File: config.mk
export PLATFORM = sky130hd
export DESIGN_NAME = npc_pipe
export DESIGN_NICKNAME = d
export VERILOG_FILES = /design/src/rtl/npc_pipe_pkg.sv /design/src/rtl/npc_btb.sv /design/src/rtl/npc_pipe.sv
export SDC_FILE = /design/constraint.sdc
export NUM_CORES = 1
export LEC_CHECK = 0
export ABC_AREA = 1
export BUFFER_PORTS_ARGS = -buffer_cell sky130_fd_sc_hd__buf_2
export CAP_MARGIN = 20
export CORE_UTILIZATION = 53
export CTS_CLUSTER_SIZE = 8
export DETAILED_ROUTE_END_ITERATION = 7
export GPL_TIMING_DRIVEN = 0
export PLACE_DENSITY = 0.83
export SETUP_SLACK_MARGIN = 0.2
export SLEW_MARGIN = 20
export SYNTH_ARGS = -nofsm -noshare
export SYNTH_HDL_FRONTEND = slang
export SYNTH_SLANG_ARGS = --single-unit
File: constraint.sdc
create_clock -name clk -period 4 [get_ports clk]
set_clock_uncertainty 0.1 [all_clocks]
set_input_delay 0.8 -clock clk [delete_from_list [all_inputs] [get_ports clk]]
set_output_delay 0.8 -clock clk [all_outputs]
set_load 0.02 [all_outputs]
File: src/rtl/npc_pipe_pkg.sv
// npc_defs: shared control-flow op codes and next-PC FSM state encodings.
package npc_defs;
    typedef enum logic [1:0] {
        NPC_PC4  = 2'b00,
        NPC_JALR = 2'b01,
        NPC_B    = 2'b10,
        NPC_JAL  = 2'b11
    } npc_op_e;
    typedef enum logic [1:0] {
        S_BOOT = 2'b00,
        S_RUN  = 2'b01,
        S_HOLD = 2'b10
    } npc_state_e;
endpackage

File: src/rtl/npc_btb.sv
// npc_btb: direct-mapped branch target buffer with one lookup and one update port.
module npc_btb #(
    parameter int XLEN    = 32,
    parameter int ENTRIES = 8
) (
    input  logic            clk,
    input  logic            rst,
    input  logic [XLEN-1:2] lk_pc_i,
    output logic            hit_o,
    output logic [XLEN-1:0] tgt_o,
    input  logic            upd_i,
    input  logic            inv_i,
    input  logic [XLEN-1:2] upd_pc_i,
    input  logic [XLEN-1:0] upd_tgt_i
);
    localparam int IW = $clog2(ENTRIES);
    logic [ENTRIES-1:0]   valid_q;
    logic [XLEN-1:IW+2]   tag_q [ENTRIES];
    logic [XLEN-1:0]      tgt_q [ENTRIES];
    logic [IW-1:0]        lk_idx, up_idx;
    logic                 up_match;
    // Lookup reads registered contents, so a same-cycle update is seen only next cycle.
    always_comb begin
        lk_idx   = lk_pc_i[IW+1:2];
        up_idx   = upd_pc_i[IW+1:2];
        hit_o    = valid_q[lk_idx] && tag_q[lk_idx] == lk_pc_i[XLEN-1:IW+2];
        tgt_o    = tgt_q[lk_idx];
        up_match = valid_q[up_idx] && tag_q[up_idx] == upd_pc_i[XLEN-1:IW+2];
    end
    always_ff @(posedge clk) begin
        if (rst) valid_q <= '0;
        else if (upd_i) valid_q[up_idx] <= 1'b1;
        else if (inv_i && up_match) valid_q[up_idx] <= 1'b0;
    end
    always_ff @(posedge clk) begin
        if (!rst && upd_i) begin
            tag_q[up_idx] <= upd_pc_i[XLEN-1:IW+2];
            tgt_q[up_idx] <= upd_tgt_i;
        end
    end
endmodule

File: src/rtl/npc_pipe.sv
// npc_pipe: pipelined next-PC unit with EX-stage redirect; define NPC_BTB_EN to add
// a BTB predictor (otherwise pred_npc is always pc+4).
module npc_pipe
    import npc_defs::*;
#(
    parameter int              XLEN        = 32,
    parameter logic [XLEN-1:0] RESET_PC    = '0,
    parameter logic [XLEN-1:0] TRAP_PC     = XLEN'('h100),
    parameter int              BTB_ENTRIES = 8
) (
    input  logic            clk,
    input  logic            rst,
    input  logic            if_ready,
    input  logic            stall,
    output logic            pc_valid,
    output logic [XLEN-1:0] pc,
    output logic [XLEN-1:0] pc4,
    output logic [XLEN-1:0] pred_npc,
    input  logic            ex_valid,
    input  logic [1:0]      ex_op,
    input  logic            ex_taken,
    input  logic [XLEN-1:0] ex_pc,
    input  logic [XLEN-1:0] ex_offset,
    input  logic [XLEN-1:0] ex_jalr_tgt,
    input  logic [XLEN-1:0] ex_pred_npc,
    output logic            flush,
    output logic            misalign
);
    npc_state_e      state_q, state_d;
    logic [XLEN-1:0] pc_q, pc_d, act;
    logic            flush_q, misalign_q, mis, misp, adv, xfer;
    always_comb begin
        xfer = ex_op == NPC_JAL || (ex_op == NPC_B && ex_taken);
        act  = ex_op == NPC_JALR ? (ex_jalr_tgt & {{(XLEN-1){1'b1}}, 1'b0}) :
               xfer ? ex_pc + ex_offset : ex_pc + XLEN'(4);
        mis  = ex_valid && act[1];
        misp = ex_valid && act != ex_pred_npc;
        adv  = pc_valid && if_ready && !stall;
        pc_d = mis ? TRAP_PC : misp ? act : adv ? pred_npc : pc_q;
    end
    always_ff @(posedge clk) begin
        if (rst) state_q <= S_BOOT;
        else state_q <= state_d;
    end
    // Any redirect reopens fetch; BOOT always lasts exactly one cycle.
    always_comb begin
        state_d = (mis || misp || state_q == S_BOOT) ? S_RUN :
                  (stall || !if_ready) ? S_HOLD : S_RUN;
    end
    always_comb begin
        pc_valid = state_q != S_BOOT;
    end
    always_ff @(posedge clk) begin
        if (rst) begin
            pc_q       <= RESET_PC;
            flush_q    <= 1'b0;
            misalign_q <= 1'b0;
        end else begin
            pc_q       <= pc_d;
            flush_q    <= mis || misp;
            misalign_q <= mis;
        end
    end
    assign pc       = pc_q;
    assign pc4      = pc_q + XLEN'(4);
    assign flush    = flush_q;
    assign misalign = misalign_q;
`ifdef NPC_BTB_EN
    logic            btb_hit, btb_upd, btb_inv;
    logic [XLEN-1:0] btb_tgt;
    assign btb_upd  = ex_valid && !mis && (xfer || ex_op == NPC_JALR);
    assign btb_inv  = ex_valid && !mis && ex_op == NPC_B && !ex_taken;
    assign pred_npc = btb_hit ? btb_tgt : pc4;
    npc_btb #(.XLEN(XLEN), .ENTRIES(BTB_ENTRIES)) u_btb (
        .clk       (clk),
        .rst       (rst),
        .lk_pc_i   (pc_q[XLEN-1:2]),
        .hit_o     (btb_hit),
        .tgt_o     (btb_tgt),
        .upd_i     (btb_upd),
        .inv_i     (btb_inv),
        .upd_pc_i  (ex_pc[XLEN-1:2]),
        .upd_tgt_i (act)
    );
`else
    assign pred_npc = pc4;
`endif
endmodule

==> summary.md <==
| Metric | Value |
|---|---|
| Vias per inst | `5.38` |
| Pwr dens | `212 nW/um^2` |
| CTS Buffer Depth | `2` |
| Hold WC Path Type | `flop to flop` |
| Synthesized area per cell | `4.98 sq um` |
| P_leak | `5.69 nW` |
| Slew headroom | `55.5%` |
| Initial antenna violation count | `0` |
| Reg power frac | `20.3%` |
| Dpl cells | `1,862` |
| Final hold vios | `0` |
| Worst-path fanout max | `4` |
| Tmin final | `3840 ps` |
| Final global-route overflow total | `0` |
| Peak VDD IR | `0.174 mV` |
| DR WL/cell | `15.2 microns` |
| Cts bufs inserted | `5` |
| Core Util, Final | `72.8%` |
| Post-Synth Simple-Gate Area | `55.8%` |
| Synthesized area | `7240 sq um` |
| RSZ-0062 raised after global routing | `true` |
| Syn-to-layout area delta | `33.7%` |
| Root Driver | `clkbuf_16` |
| Pre-antenna DRT Iters | `5` |
| Share of layout cells above drive strength 1 | `27.6%` |
| Synth Area in Adders | `5.98%` |
| Final Instance Count excl. Fillers | `1,900` |
| Cell-by-cell listing of the critical path | `ha_4 > nand3_4 > nor3_4 > nand3_2 > nor3_4 > nand4_1 > nor3_4 > nand4_1 > nor3_4 > a21oi_2 > buf_6 > buf_6 > buf_6` |
| Clock sink count | `36` |
| Register area share after synthesis | `9.96%` |
| Post-synthesis xor/xnor area fraction | `4.60%` |
| Yosys reg bits | `36` |
| Final max-slew violation count | `0` |
| Die Ht | `119 microns` |
| Worst Setup End Kind | `primary output` |
| GRT Total Usage | `36.3%` |
| Die area | `14,100 sq um` |
| Worst-Margin Slew | `661 ps` |
| Clock power frac | `22.5%` |
| Syn_nets | `1,623` |
| Max cap viols | `0` |
| CTS tree | `done` |
| Status | `finished, final reports clean` |
| Ys flop type | `dfxtp_1` |
| Worst EP required | `3100 ps` |
| Die W | `119 microns` |
| Tcrit/Tclk final | `96.0%` |
| Cts hold-fix bufs | `0` |
| Nets | `1,893` |
| GP Congestion | `0.963` |
| DP Worst Slack | `-332 ps` |
| Fillers | `1,179` |
| Combinational share of power | `57.1%` |
| Gate Count Post-Synth | `1,453` |
| Routed Antenna Nets | `0` |
| Sw frac | `46.5%` |
| EDFF count, synth | `0` |
| CP most frequent cell | `nor3_4` |
| Core area | `13,300 sq um` |
| CTS clk-pin slew, worst paths | `60 ps` |
| Worst setup margin | `160 ps` |
| Crit path launch type | `flop` |
| Initial Util | `54.4%` |
| Commonest cells after routing, fill and taps aside | `517 x nand2_1, 245 x inv_1, 228 x buf_2` |
| Largest net degree at the start of global routing | `13` |
| Vias in the first global route | `8,611` |
| Power Internal | `0.00110 W` |
| DRT iter0 DRCs | `1,104` |
| Commonest non-fill, non-tap cell in the layout | `nand2_1` |
| First-pass GRT wire length | `40,900 microns` |
| Worst Path Arrival | `2940 ps` |
| Port Buffer Count | `233` |
| Synth Area in Compound Gates | `5.24%` |
| Setup CP Type | `flop to primary output` |
| Routed vias | `10,200` |
| Row Count | `42` |
| Largest stage delay, worst path | `390 ps` |
| Asr flop ratio synth | `0%` |
| Net Switching | `0.000955 W` |
| Slowest-stage cell, CP | `dfxtp_4` |
| Antenna Cells | `0` |
| Unique masters post-synth | `34` |
| DP HPWL | `21,800 microns` |
| Mux cell area share after synthesis | `0%` |
| Max H-tree Level | `2` |
| Residual DRC count | `0` |
| Reg2Reg Setup Slack | `1050 ps` |
| Final WL | `28,800 microns` |
| Largest family of logic cells by synthesized area | `simple AND/OR/NAND/NOR gates` |
| Clock insertion delay at the later pin of the skew report | `290 ps` |
| Final setup fails | `0` |
| Ys Warns | `0` |
| Top Ports | `235` |
| F_max | `260 MHz` |
==> power groups by stage <==
stage | logic, W | registers, W | clock network (W)
CTS | 0.00106 | 0.000409 | 0.000449
finish | 0.00117 | 0.000418 | 0.000463
global placement | 0.00103 | 0.000415 | 0
floorplan | 0.000680 | 0.000441 | 0
global route | 0.00128 | 0.000419 | 0.000473
detailed placement | 0.00104 | 0.000416 | 0
==> cells by family after synthesis <==
family / count (synthesis)
buffers and inverters: 312
AOI/OAI and AO/OA: 71
xor gates and xnor gates: 38
DFF: 36
and+or+nand+nor: 962
adders and majority gates: 34
==> synthesized netlist by cell type (12+ instances only) <==
master    number  share of area, %
xor2_1        32               3.9
nor2_1       189               9.8
nor2_2        21               1.8
dfxtp_1       36                10
clkbuf_1      12              0.62
nand2_1      546                28
nand3_1      150                10
inv_1        247                13
a21oi_1       41               2.8
nor3_1        17               1.2
nand4_1       15               1.3
ha_1          33               5.7
buf_4         38               3.9
==> final timing paths <==
check / startpoint / endpoint / cells after the start
setup / recovery: pc[2] / pred_npc[30] / 13
hold reg to reg: flop / flop / 2
setup reg to reg: pc[2] / pc[31] / 17
hold / removal: flop / flop / 2
==> final cells by class <==
type	instances	area [sq um]	area share (%)
sequential	36	732	7.57
inverter	253	952	9.84
buffer	59	400	4.14
clock buffer	5	125	1.29
clock inverter	3	42.5	0.440
tap	176	220	2.28
timing repair buffer	263	1430	14.8
multi-input combinational	1105	5770	59.7
==> routing by layer <==
metal	GRT usage, %	wire [microns]	up-vias
li1	-	-	4949
met1	43.7	10900	4498
met2	65.3	13900	630
met3	2.25	2330	142
met4	18.0	1730	0
met5	0	0	-
==> registers in the layout (all words and copies together) (netlist names), named ones only <==
name,flops
flush,1
misalign,1
state_q,2
pc,30
==> timing repair <==
item	CTS	global route
setup buffers	12	18
pin swaps	9	35
gates cloned	0	0
gates resized for setup	29	135
setup endpoints to repair	50	52
==> stage by stage <==
step / total power (W) / cell area, sq um / setup TNS [ps] / hold slack (ps)
3_5_place_dp: 0.00146 / 8620 / -8900 / 370
2_1_floorplan: 0.00112 / 7240 / 0 / 445
6_report: 0.00205 / 9670 / 0 / 380
3_3_place_gp: 0.00144 / 8620 / -7600 / 364
4_1_cts: 0.00191 / 9000 / 0 / 378
5_1_grt: 0.00218 / 9670 / 0 / 399
==> critical path, delay by kind of cell, from the launching register on <==
| family | cells | cell delay (ps) |
|---|---|---|
| AND/OR/NAND/NOR | 8 | 1610 |
| flip-flops | 1 | 390 |
| buffers and inverters | 3 | 370 |
| adder cells (fa/ha/maj) | 1 | 170 |
| AO/OA/AOI/OAI | 1 | 100 |
Power figures use the tool's default switching activity.
